==> config.mk <==
export PLATFORM = sky130hd
export DESIGN_NAME = muldiv_seq_flat
export DESIGN_NICKNAME = d
export VERILOG_FILES = /design/src/rtl/muldiv_seq_if.sv /design/src/rtl/muldiv_seq.sv /design/src/flat_wrapper.sv
export SDC_FILE = /design/constraint.sdc
export NUM_CORES = 1
export LEC_CHECK = 0
export CAP_MARGIN = 5
export CELL_PAD_IN_SITES_DETAIL_PLACEMENT = 1
export CELL_PAD_IN_SITES_GLOBAL_PLACEMENT = 2
export CORE_MARGIN = 2
export CORE_UTILIZATION = 36
export DETAILED_ROUTE_END_ITERATION = 8
export HOLD_SLACK_MARGIN = 0.05
export PLACE_DENSITY = 0.95
export RECOVER_POWER = 25
export SYNTH_ARGS = -nofsm -noshare
export SYNTH_HDL_FRONTEND = slang
export SYNTH_SLANG_ARGS = --single-unit
export TNS_END_PERCENT = 50
==> constraint.sdc <==
create_clock -name clk -period 10 [get_ports clk]
set_clock_uncertainty 0.2 [all_clocks]
set_input_delay 2.5 -clock clk [delete_from_list [all_inputs] [get_ports clk]]
set_output_delay 2.5 -clock clk [all_outputs]
set_load 0.01 [all_outputs]
==> src/rtl/muldiv_seq_if.sv <==
// Bundle between the Execute/Decode stages and the multiply/divide sequencer.
// The core drives the master side; the sequencer owns HI/LO on the slave side.
interface muldiv_seq_if #(
  parameter int WIDTH = 32
);
  logic             startE;
  logic [1:0]       opE;
  logic [WIDTH-1:0] srcaE;
  logic [WIDTH-1:0] srcbE;
  logic             hlreadD;
  logic             hlwriteE;
  logic             hlselE;
  logic [WIDTH-1:0] hlwdataE;
  logic             abort;
  logic             busy;
  logic             stall;
  logic             done;
  logic [WIDTH-1:0] hi;
  logic [WIDTH-1:0] lo;

  modport master (
    output startE, opE, srcaE, srcbE, hlreadD, hlwriteE, hlselE, hlwdataE, abort,
    input  busy, stall, done, hi, lo
  );

  modport slave (
    input  startE, opE, srcaE, srcbE, hlreadD, hlwriteE, hlselE, hlwdataE, abort,
    output busy, stall, done, hi, lo
  );
endinterface

==> src/rtl/muldiv_seq.sv <==
// Iterative MULT/MULTU/DIV/DIVU engine owning HI/LO: one shift-add or restoring
// step per cycle, a final sign-fix cycle, and a stall request while busy.
module muldiv_seq #(
  parameter int WIDTH = 32
) (
  input logic         clk,
  input logic         reset,
  muldiv_seq_if.slave mdBus
);
  localparam int CNTW = (WIDTH > 1) ? $clog2(WIDTH) : 1;
  localparam logic [CNTW-1:0]    LAST_CNT = CNTW'(WIDTH - 1);
  localparam logic [CNTW-1:0]    CNT_ONE  = CNTW'(1);
  localparam logic [WIDTH-1:0]   ONE_W    = WIDTH'(1);
  localparam logic [2*WIDTH-1:0] ONE_2W   = (2*WIDTH)'(1);

  typedef enum logic [1:0] {
    IDLE = 2'd0,
    MUL  = 2'd1,
    DIV  = 2'd2,
    FIX  = 2'd3
  } state_t;

  state_t             state_r;
  state_t             nextState_s;
  logic [CNTW-1:0]    count_r;
  logic [2*WIDTH-1:0] acc_r;      // MUL: {partial, multiplier}; DIV: {remainder, dividend/quotient}
  logic [WIDTH-1:0]   opB_r;      // multiplicand or divisor magnitude
  logic [WIDTH-1:0]   rawA_r;
  logic               isDiv_r;
  logic               resNeg_r;
  logic               remNeg_r;
  logic               divZero_r;
  logic [WIDTH-1:0]   hi_r;
  logic [WIDTH-1:0]   lo_r;
  logic               busy_r;
  logic               done_r;

  logic               signedOp_s;
  logic               aNeg_s;
  logic               bNeg_s;
  logic [WIDTH-1:0]   absA_s;
  logic [WIDTH-1:0]   absB_s;
  logic [WIDTH:0]     mulSum_s;
  logic [2*WIDTH-1:0] mulNext_s;
  logic [WIDTH:0]     divShift_s;
  logic [WIDTH:0]     divTrial_s;
  logic [2*WIDTH-1:0] divNext_s;
  logic [2*WIDTH-1:0] prodFix_s;
  logic [WIDTH-1:0]   fixHi_s;
  logic [WIDTH-1:0]   fixLo_s;

  function automatic logic [WIDTH-1:0] negW(input logic [WIDTH-1:0] x);
    negW = ~x + ONE_W;
  endfunction

  function automatic logic [2*WIDTH-1:0] neg2W(input logic [2*WIDTH-1:0] x);
    neg2W = ~x + ONE_2W;
  endfunction

  assign signedOp_s = ~mdBus.opE[0];
  assign aNeg_s     = signedOp_s & mdBus.srcaE[WIDTH-1];
  assign bNeg_s     = signedOp_s & mdBus.srcbE[WIDTH-1];
  assign absA_s     = aNeg_s ? negW(mdBus.srcaE) : mdBus.srcaE;
  assign absB_s     = bNeg_s ? negW(mdBus.srcbE) : mdBus.srcbE;

  // One shift-add step: add the multiplicand into the upper half when the multiplier LSB is set.
  assign mulSum_s  = {1'b0, acc_r[2*WIDTH-1:WIDTH]} + {1'b0, opB_r};
  assign mulNext_s = acc_r[0] ? {mulSum_s, acc_r[WIDTH-1:1]}
                              : {1'b0, acc_r[2*WIDTH-1:1]};

  // One restoring step: shift in the next dividend bit and keep the difference only if non-negative.
  assign divShift_s = {acc_r[2*WIDTH-1:WIDTH], acc_r[WIDTH-1]};
  assign divTrial_s = divShift_s - {1'b0, opB_r};
  assign divNext_s  = divTrial_s[WIDTH] ? {divShift_s[WIDTH-1:0], acc_r[WIDTH-2:0], 1'b0}
                                        : {divTrial_s[WIDTH-1:0], acc_r[WIDTH-2:0], 1'b1};

  // Sign correction of the finished result, evaluated during FIX.
  always_comb begin
    prodFix_s = acc_r;
    fixHi_s   = '0;
    fixLo_s   = '0;
    if (!isDiv_r) begin
      if (resNeg_r) begin
        prodFix_s = neg2W(acc_r);
      end else begin
        prodFix_s = acc_r;
      end
      fixHi_s = prodFix_s[2*WIDTH-1:WIDTH];
      fixLo_s = prodFix_s[WIDTH-1:0];
    end else if (divZero_r) begin
      fixHi_s = rawA_r;
      fixLo_s = '1;
    end else begin
      fixLo_s = resNeg_r ? negW(acc_r[WIDTH-1:0]) : acc_r[WIDTH-1:0];
      fixHi_s = remNeg_r ? negW(acc_r[2*WIDTH-1:WIDTH]) : acc_r[2*WIDTH-1:WIDTH];
    end
  end

  // Next-state logic for the sequencer.
  always_comb begin
    nextState_s = state_r;
    case (state_r)
      IDLE: begin
        if (mdBus.startE) begin
          nextState_s = mdBus.opE[1] ? DIV : MUL;
        end else begin
          nextState_s = IDLE;
        end
      end
      MUL, DIV: begin
        if (mdBus.abort) begin
          nextState_s = IDLE;
        end else if (count_r == LAST_CNT) begin
          nextState_s = FIX;
        end else begin
          nextState_s = state_r;
        end
      end
      FIX:     nextState_s = IDLE;
      default: nextState_s = IDLE;
    endcase
  end

  // State register with busy/done status flags.
  always_ff @(posedge clk) begin
    if (reset) begin
      state_r <= IDLE;
      busy_r  <= 1'b0;
      done_r  <= 1'b0;
    end else begin
      state_r <= nextState_s;
      busy_r  <= (nextState_s != IDLE);
      done_r  <= (state_r == FIX) && !mdBus.abort;
    end
  end

  // Operand capture, iteration datapath and HI/LO updates.
  always_ff @(posedge clk) begin
    if (reset) begin
      count_r   <= '0;
      acc_r     <= '0;
      opB_r     <= '0;
      rawA_r    <= '0;
      isDiv_r   <= 1'b0;
      resNeg_r  <= 1'b0;
      remNeg_r  <= 1'b0;
      divZero_r <= 1'b0;
      hi_r      <= '0;
      lo_r      <= '0;
    end else begin
      case (state_r)
        IDLE: begin
          if (mdBus.startE) begin
            count_r   <= '0;
            acc_r     <= {{WIDTH{1'b0}}, (mdBus.opE[1] ? absA_s : absB_s)};
            opB_r     <= mdBus.opE[1] ? absB_s : absA_s;
            rawA_r    <= mdBus.srcaE;
            isDiv_r   <= mdBus.opE[1];
            resNeg_r  <= aNeg_s ^ bNeg_s;
            remNeg_r  <= aNeg_s;
            divZero_r <= (mdBus.srcbE == {WIDTH{1'b0}});
          end else if (mdBus.hlwriteE) begin
            if (mdBus.hlselE) begin
              hi_r <= mdBus.hlwdataE;
            end else begin
              lo_r <= mdBus.hlwdataE;
            end
          end
        end
        MUL: begin
          acc_r   <= mulNext_s;
          count_r <= count_r + CNT_ONE;
        end
        DIV: begin
          acc_r   <= divNext_s;
          count_r <= count_r + CNT_ONE;
        end
        FIX: begin
          if (!mdBus.abort) begin
            hi_r <= fixHi_s;
            lo_r <= fixLo_s;
          end
        end
        default: begin
          count_r <= '0;
        end
      endcase
    end
  end

  assign mdBus.busy  = busy_r;
  assign mdBus.done  = done_r;
  assign mdBus.hi    = hi_r;
  assign mdBus.lo    = lo_r;
  assign mdBus.stall = busy_r & (mdBus.startE | mdBus.hlreadD | mdBus.hlwriteE);

endmodule
==> src/flat_wrapper.sv <==
// flat-port wrapper written by rule: the top's interface ports become plain ports
module muldiv_seq_flat 
#(
  parameter int WIDTH = 32
)
  (clk, reset, mdBus_startE, mdBus_opE, mdBus_srcaE, mdBus_srcbE, mdBus_hlreadD, mdBus_hlwriteE, mdBus_hlselE, mdBus_hlwdataE, mdBus_abort, mdBus_busy, mdBus_stall, mdBus_done, mdBus_hi, mdBus_lo);
  muldiv_seq_if #(.WIDTH(WIDTH)) mdBus_i ();
  input logic clk;
  input logic reset;
  input wire logic [$bits(mdBus_i.startE)-1:0] mdBus_startE;
  input wire logic [$bits(mdBus_i.opE)-1:0] mdBus_opE;
  input wire logic [$bits(mdBus_i.srcaE)-1:0] mdBus_srcaE;
  input wire logic [$bits(mdBus_i.srcbE)-1:0] mdBus_srcbE;
  input wire logic [$bits(mdBus_i.hlreadD)-1:0] mdBus_hlreadD;
  input wire logic [$bits(mdBus_i.hlwriteE)-1:0] mdBus_hlwriteE;
  input wire logic [$bits(mdBus_i.hlselE)-1:0] mdBus_hlselE;
  input wire logic [$bits(mdBus_i.hlwdataE)-1:0] mdBus_hlwdataE;
  input wire logic [$bits(mdBus_i.abort)-1:0] mdBus_abort;
  output wire logic [$bits(mdBus_i.busy)-1:0] mdBus_busy;
  output wire logic [$bits(mdBus_i.stall)-1:0] mdBus_stall;
  output wire logic [$bits(mdBus_i.done)-1:0] mdBus_done;
  output wire logic [$bits(mdBus_i.hi)-1:0] mdBus_hi;
  output wire logic [$bits(mdBus_i.lo)-1:0] mdBus_lo;
  assign mdBus_i.startE = mdBus_startE;
  assign mdBus_i.opE = mdBus_opE;
  assign mdBus_i.srcaE = mdBus_srcaE;
  assign mdBus_i.srcbE = mdBus_srcbE;
  assign mdBus_i.hlreadD = mdBus_hlreadD;
  assign mdBus_i.hlwriteE = mdBus_hlwriteE;
  assign mdBus_i.hlselE = mdBus_hlselE;
  assign mdBus_i.hlwdataE = mdBus_hlwdataE;
  assign mdBus_i.abort = mdBus_abort;
  assign mdBus_busy = mdBus_i.busy;
  assign mdBus_stall = mdBus_i.stall;
  assign mdBus_done = mdBus_i.done;
  assign mdBus_hi = mdBus_i.hi;
  assign mdBus_lo = mdBus_i.lo;
  muldiv_seq #(.WIDTH(WIDTH)) u_core (.clk(clk), .reset(reset), .mdBus(mdBus_i));
endmodule
======== Yosys cells after proc, flatten, opt, wreduce, memory -nomap -nowiden ========
Index checks and enable logic that the tools add are counted.
operators by class
  mux-type cells .......................... 32
  equal/unequal tests ..................... 10
  reductions and logical operators ........ 14
  add/sub/neg operators ................... 8
  bitwise gates (word level) .............. 12
operators by type and width
  cell                                                             number
  32-bit two-way mux                                               18
  64-bit two-way mux                                               4
  64-bit one-hot mux with 3 select lines                           1
  32-bit by 1-bit adder with 32-bit output, second input constant  4
  32-bit NOT                                                       4
  32-bit one-hot mux with 2 select lines                           2
  64-bit by 1-bit adder with 64-bit output, second input constant  1
  64-bit NOT                                                       1
  32-bit by 32-bit adder with 33-bit output                        1
  33-bit by 32-bit subtractor with 33-bit output                   1
  32-bit logical NOT                                               1
  2-bit inequality test, second input constant                     6
  5-bit one-hot mux with 2 select lines                            1
  5-bit AND reduction                                              2
  2-bit two-way mux                                                4
  2-bit one-hot mux with 3 select lines                            1
  2-bit AND reduction                                              3
  2-bit nonzero test                                               3
  5-bit by 1-bit adder with 5-bit output, second input constant    1
  5-bit equality test, second input constant                       1
  5-bit two-way mux                                                1
  2-bit equality test, second input constant                       2
  1-bit AND                                                        3
  3-bit nonzero test                                               1
  8 further kinds                                                  9
storage, ports and cells
  logic and storage cells ................. 89
  output and inout port bits .............. 67
  bits of input ports ..................... 105
  bits in registers ....................... 205

======== Depth between registers and ports, before layout ========
Gate-level depths: netlist of the first run.
  word-level depth ........................ 7
  gate-level depth with buffers ........... 15
  depth with buffers taken out ............ 13

======== Worst setup path after synthesis of the first run ========
OpenSTA, ideal clock, no wires.
  kind .................................... input to output
  start point ............................. input port mdBus_startE
  end point ............................... output port mdBus_stall
  stages .................................. 1
  data required time ...................... 7300 ps
  setup slack ............................. 4488 ps
  path buffers ............................ 0
  arrival time ............................ 2812 ps
  cell sequence ........................... o31a_1
on the way
  cells in the longest elaborated chain, start to end .. 3
RTL lines
  element                 line                source
  start: declaration      flat_wrapper.sv:10  input wire logic [$bits(mdBus_i.startE)-1:0] mdBus_startE;
  1-bit OR (2 in series)  muldiv_seq.sv:195   assign mdBus.stall = busy_r & (mdBus.startE | mdBus.hlreadD | mdBus.hlwriteE);
  1-bit AND               muldiv_seq.sv:195
  end: declaration        flat_wrapper.sv:20  output wire logic [$bits(mdBus_i.stall)-1:0] mdBus_stall;
Every way passes these cells.

======== Worst setup path in the final report of the first run ========
Ends and elaborated chain as after synthesis.

==> results.md, run 1 <==
- Required time worst endpoint: 7.30 ns
- Filler cells: 5667
- Max-cap viol count: 3
- Die area: 47900 sq um
- 1st-pass router iterations: 6
- Ports: 172
- Count of cell types in the netlist: 73
- Yosys top cell area share: 24.7%
- Initial Utilization: 36.6%
- Antenna diode count: 0
- # Post-CTS Setup Buffers: 0
- Final #Nets: 2500
- Setup TNS: 0 ns
- Yosys warnings: 0
- Clk slew on worst S/H paths: 0.06 ns
- PortBufs: 171
- Relative slew slack: -113%
- Die width: 219 um
- Post-CTS sizing: 0
- RePlAce Congestion: 0.951
- RSZ-0062 raised after global routing: no
- Synth top area cells: dfxtp_1 (25%), nand2_1 (7.6%), a21oi_1 (7.5%)
- Sink Count: 205
- Post-synth EDFFs: 0
- H-Tree Depth: 1
- PwrDens: 132 nW/um^2
- Post-Syn Nets: 2466
- Endpoint arrival time on the critical path: 3.94 ns
- Vias in the first global route: 18052
- Leading cell type in the layout, fill and taps excluded: nand2_1
- Final HPWL DP: 54500 um
- Failing checks: capacitance limit, slew limit
- 1st-iter DRT viols: 1874
- CTS tree: yes
- Final hold violation count: 0
- Worst Hold Class: reg2reg
- CTS root buf: clkbuf_16
- Drt drc: 0
- Yosys reg bits: 205
- Cells after synthesis: 2285
- Hold WS: 0.252 ns
- CTS Buf Count: 26
- Synth Flop Type: dfxtp_1
- CP Max Fanout: 6
- Wire per inst: 24.7 um
- Vias after detailed routing: 18235
- Post-Syn Area per Cell: 7.28 sq um
- Layout cells sized above 1: 5.26%
- Core area: 45500 sq um
- Crit Path Class: in2out
- Row count: 78
- Peak supply drop: 0.123 mV
- Pins Over Slew Limit: 142
- Worst slew pin tran: 3.20 ns
- Area leader, netlist: dfxtp_1
- Min Tclk post-route: 6.64 ns
- Commonest non-fill, non-tap cells in the layout: nand2_1 (335), a21oi_1 (247), dfxtp_1 (203)
- Status: complete, but fails checks
- DP Worst Slack: 3.48 ns
- ANT nets after route: 0
- Slack of the critical path: 3.36 ns
- Clock latency at the later pin of the worst-skew pair: 0.57 ns
- Largest net degree at the start of global routing: 101
- Die height: 219 um
- Initial antenna violation count: 0
- Register area share after synthesis: 24.7%
- Total global routing overflow: 0
- Startpoint types: input pin
- Area growth, synth to finish: 16.9%
- Async set or reset register ratio after synthesis: 0%
- # setup viols final: 0
- Period Utilization, post-route: 66.4%
- Total wire length: 72400 um
- First-pass GRT wire length: 109000 um
- Peak Freq: 0.151 GHz
- Leakage: 7.38 nW
- Cell area after synthesis: 16600 sq um
- Clk buf depth: 3
- Critical path endpoint category: primary output
- Cts hold-fix bufs: 0
- Vias per inst: 6.21
- Tot GR Track Use: 29.5%
stage by stage:
step | instances | instance area (sq um) | util, % | power, mW
after CTS | 2937 | 19400 | 42.8 | 2.56
after global placement | 2891 | 18600 | 40.8 | 1.56
after global routing | 2937 | 19400 | 42.7 | 2.66
after detailed placement | 2891 | 18600 | 40.8 | 1.58
after floorplan | 2285 | 16600 | - | 1.31
final | 2937 | 19400 | 42.7 | 2.56
area by class of cell:
| class | count | area (sq um) | area share [%] |
|---|---|---|---|
| well taps | 600 | 751 | 3.86 |
| repair buffers | 197 | 1890 | 9.75 |
| clock inverters | 15 | 195 | 1.00 |
| multi-input cells | 1816 | 11500 | 59.4 |
| inverters | 73 | 274 | 1.41 |
| flip-flops and latches | 205 | 4110 | 21.1 |
| clock buffers | 31 | 679 | 3.50 |
metal layers:
metal / global-route usage, % / vias to the layer above / share of wire (%)
met3: 3.63 / 154 / 7.4
li1: - / 8367 / -
met2: 48.6 / 703 / 47
met4: 11.8 / 0 / 4.3
met5: 0 / - / 0
met1: 39.0 / 9011 / 42
synthesized netlist by cell type, types with 45 or more instances:
library cell	instances
nand2_1	337
a21oi_1	249
dfxtp_1	205
nor2_1	163
clkbuf_1	158
o21ai_0	157
xnor2_1	128
ha_1	74
xor2_1	73
inv_1	71
nor3_1	54
a222oi_1	45
state kept, by name, summed over array words and instances, names as in the netlist:
signal and count:
u_core.state_r 2, u_core.divZero_r 1, u_core.resNeg_r 1, u_core.acc_r 64, u_core.mdBus.lo 32, u_core.mdBus.done 1
u_core.opB_r 32, u_core.count_r 5, u_core.mdBus.hi 32, u_core.isDiv_r 1, u_core.rawA_r 32, u_core.mdBus.busy 1
u_core.remNeg_r 1
path summary, 6_finish.rpt:
| check | from | end | slack [ns] | cells past startpoint |
|---|---|---|---|---|
| max | mdBus_startE | mdBus_stall | 3.36 | 3 |
| min | u_core.mdBus.lo[30] | u_core.mdBus.lo[30] | 0.25 | 2 |
| max reg2reg | u_core.acc_r[31] | u_core.acc_r[38] | 4.77 | 14 |
| min reg2reg | u_core.mdBus.lo[30] | u_core.mdBus.lo[30] | 0.25 | 2 |
critical path, cell delays in order:
cell and delay, ns:
dlygate4sd3_1 0.62, o31a_1 0.33, clkdlybuf4s50_1 0.49
kinds of logic (layout without fill, tap and decap cells):
kind of cell             count (synthesis)  after routing  synth area share [%]
AO/OA/AOI/OAI                          774            774                  30.3
XOR/XNOR                               202            202                  10.8
AND/OR/NAND/NOR                        717            717                  19.4
adder cells (fa/ha/maj)                 76             76                  5.81
flip-flops                             205            205                  24.7
buffers and inverters                  264            316                  6.10
multiplexers                            47             47                  2.99
report_power, final:
group	switching, mW	internal (mW)
Sequential	0.0705	0.870
Clock	0.398	0.588
Combinational	0.390	0.248
Total	0.858	1.71
Power figures use the tool's default switching activity.
==> run 2: changes to the inputs <==
--- a/config.mk
+++ b/config.mk
@@ -9,10 +9,10 @@
 export CELL_PAD_IN_SITES_DETAIL_PLACEMENT = 1
 export CELL_PAD_IN_SITES_GLOBAL_PLACEMENT = 2
 export CORE_MARGIN = 2
-export CORE_UTILIZATION = 36
+export CORE_UTILIZATION = 34
 export DETAILED_ROUTE_END_ITERATION = 8
 export HOLD_SLACK_MARGIN = 0.05
-export PLACE_DENSITY = 0.95
+export PLACE_DENSITY = 0.92
 export RECOVER_POWER = 25
 export SYNTH_ARGS = -nofsm -noshare
 export SYNTH_HDL_FRONTEND = slang
==> constraint.sdc (replaced) <==
create_clock -name clk -period 6.4 [get_ports clk]
set_clock_uncertainty 0.2 [all_clocks]
set_input_delay 1.6 -clock clk [delete_from_list [all_inputs] [get_ports clk]]
set_output_delay 1.6 -clock clk [all_outputs]
set_load 0.01 [all_outputs]
==> results.md, run 2 (synthesis results as in run 1) <==
- Startpoint types: flop
- Max-cap viol count: 1 (-2)
- Commonest non-fill, non-tap cells in the layout: nand2_1 (336), a21oi_1 (247), dfxtp_1 (203)
- Clock latency at the later pin of the worst-skew pair: 0.57 ns (about the same)
- Largest net degree at the start of global routing: 75 (-26%)
- Vias after detailed routing: 18149 (-0.47%)
- Switching part of the total: 34.3% (+0.86 points)
- Post-CTS sizing: 0 (unchanged)
- CTS Buf Count: 25 (-3.8%)
- CP max stage delay: 0.62 ns (about the same)
- Tot GR Track Use: 28.0% (-1.5 points)
- Pins Over Slew Limit: 47 (-67%)
- Failing checks: capacitance limit, slew limit
- Top reg by flops: u_core.acc_r
- CTS tree: yes
- Endpoint arrival time on the critical path: 5.20 ns (+1.26 ns)
- PwrDens: 202 nW/um^2 (+53%)
- Required time worst endpoint: 6.60 ns (-0.70 ns)
- Cts hold-fix bufs: 0 (unchanged)
- Vias in the first global route: 18182 (+0.72%)
- Drt drc: 0 (unchanged)
- Internal: 2.58 mW (+51%)
- P_sw: 1.35 mW (+57%)
- Period Utilization, post-route: 78.0%
- FF-to-FF Start: u_core.acc_r[31]
- Sequential share of power: 37.6% (+0.9 points)
- Layout cells sized above 1: 5.50% (+0.24 points)
- Worst-path cell chain: inv_1 -> ha_1 -> fa_1 -> nor2b_1 -> o2111ai_1 -> a211oi_1 -> o31ai_1 -> a21oi_1 -> a221o_1 -> xnor2_4 -> buf_4 -> mux2_2 -> a222oi_1 -> nor3_1
- Critical path endpoint category: flop
- Initial antenna violation count: 3 (+3)
- Worst slew pin tran: 2.68 ns (-0.514 ns)
- Total power: 3.93 mW (+53%)
- RSZ-0062 raised after global routing: no
- H-Tree Depth: 1 (unchanged)
- Reg2reg end: u_core.acc_r[35]
- Die width: 225 um (+2.8%)
- Clk buf depth: 3 (unchanged)
- Relative slew slack: -79.0% (+34 points)
- Clk slew on worst S/H paths: 0.06 ns (about the same)
- Crit path capture: u_core.acc_r[35]
- CTS root buf: clkbuf_16
- Vias per inst: 6.11 (-1.5%)
- Sink Count: 205 (unchanged)
- CP Max Fanout: 21 (+15)
- Die area: 50700 sq um (+5.8%)
- PortBufs: 171 (unchanged)
- Clk pwr share: 37.3% (-1.1 points)
- Crit path from: u_core.acc_r[31]
- Ports: 172 (unchanged)
- # Post-CTS Setup Buffers: 0 (unchanged)
- FF-to-FF path depth: 14 (unchanged)
- Post-route cell area: 19500 sq um (+0.29%)
- Status: complete, but fails checks
- Final hold violation count: 0 (unchanged)
- Peak Freq: 0.200 GHz
- Total wire length: 72900 um (+0.71%)
- First-pass GRT wire length: 110000 um (+0.97%)
- Row count: 81 (+3.8%)
- Leading cell type in the layout, fill and taps excluded: nand2_1
- Final HPWL DP: 55700 um (+2.2%)
- Filler cells: 6011 (+6.1%)
- R2r setup slk: 1.41 ns (-3.36 ns)
- Final #Nets: 2507 (+0.28%)
- Initial Utilization: 34.2% (-2.4 points)
- # setup viols final: 0 (unchanged)
- Max reg flops: 64 (unchanged)
- Leakage: 7.44 nW (+0.83%)
- Area growth, synth to finish: 17.2%
- Die height: 225 um (+2.8%)
- Crit path max-delay cell type: a211oi_1
- 1st-pass router iterations: 9 (+3)
- RePlAce Congestion: 0.948 (-0.35%)
- ANT nets after route: 0 (unchanged)
- Core area: 48600 sq um (+7.0%)
- Setup TNS: 0 ns (unchanged)
- Total global routing overflow: 0 (unchanged)
- Logic pwr share: 25.1% (+0.2 points)
- Worst Hold Class: reg2reg
- Wire per inst: 24.6 um (-0.38%)
- Peak supply drop: 0.195 mV (+59%)
- Crit Path Class: reg2reg
- 1st-iter DRT viols: 1715 (-8.5%)
- Placed Area: 18700 sq um (+0.46%)
- Min Tclk post-route: 4.99 ns
run 2: layout make-up:
cell class	instances	area [sq um]	area share, %
sequential	205	4110	21.1
antenna	2	5.00	0.0257
tap	622	778	3.99
timing repair buffer	205	1970	10.1
clock buffer	37	731	3.75
clock inverter	9	103	0.526
multi-input combinational	1816	11500	59.1
inverter	73	274	1.41
run 2: how the worst min path moves through the flow:
| stage | start | endpoint | depth (start not counted) |
|---|---|---|---|
| floorplan | u_core.rawA_r[27] | u_core.rawA_r[27] | 2 |
| global placement | u_core.mdBus.lo[15] | u_core.mdBus.lo[15] | 2 |
| detailed placement | u_core.mdBus.lo[26] | u_core.mdBus.lo[26] | 2 |
| CTS | u_core.mdBus.lo[10] | u_core.mdBus.lo[10] | 2 |
| global route | u_core.mdBus.lo[10] | u_core.mdBus.lo[10] | 2 |
| finish | u_core.mdBus.lo[10] | u_core.mdBus.lo[10] | 2 |
run 2: power by group through the flow:
stage	logic, mW	registers (mW)	clock network, mW
5_1_grt	1.07	1.48	1.53
6_report	0.986	1.48	1.47
4_1_cts	0.982	1.47	1.48
2_1_floorplan	0.598	1.45	0
3_5_place_dp	0.972	1.50	0
3_3_place_gp	0.952	1.50	0
run 2: worst max-delay path: cells and delay by family, from the launching register on:
kind	cells	cell delay, ns
multiplexers	1	0.37
flip-flops	1	0.58
XOR/XNOR	1	0.28
AND/OR/NAND/NOR	2	0.26
adder cells (fa/ha/maj)	2	0.66
buffers and inverters	2	0.54
AO/OA/AOI/OAI	6	1.90
run 2: metrics by stage:
stage          cells  utilization [%]  worst slack [ns]  hold slack [ns]
3_5_place_dp    2921             38.4              1.19            0.247
2_1_floorplan   2285                -              2.12            0.231
6_report        2969             40.1              1.41            0.252
3_3_place_gp    2921             38.4              1.25            0.241
5_1_grt         2969             40.1              1.15            0.269
4_1_cts         2967             40.1              1.48            0.255
run 2: routing by layer:
metal	wire length [um]	track usage (%)	part of all wire (%)	vias to the layer above
li1	-	-	-	8369
met1	31300	36.9	43	8954
met2	33700	46.0	46	673
met3	4580	3.18	6.3	151
met4	3400	12.3	4.7	2
met5	10	0	0.014	-
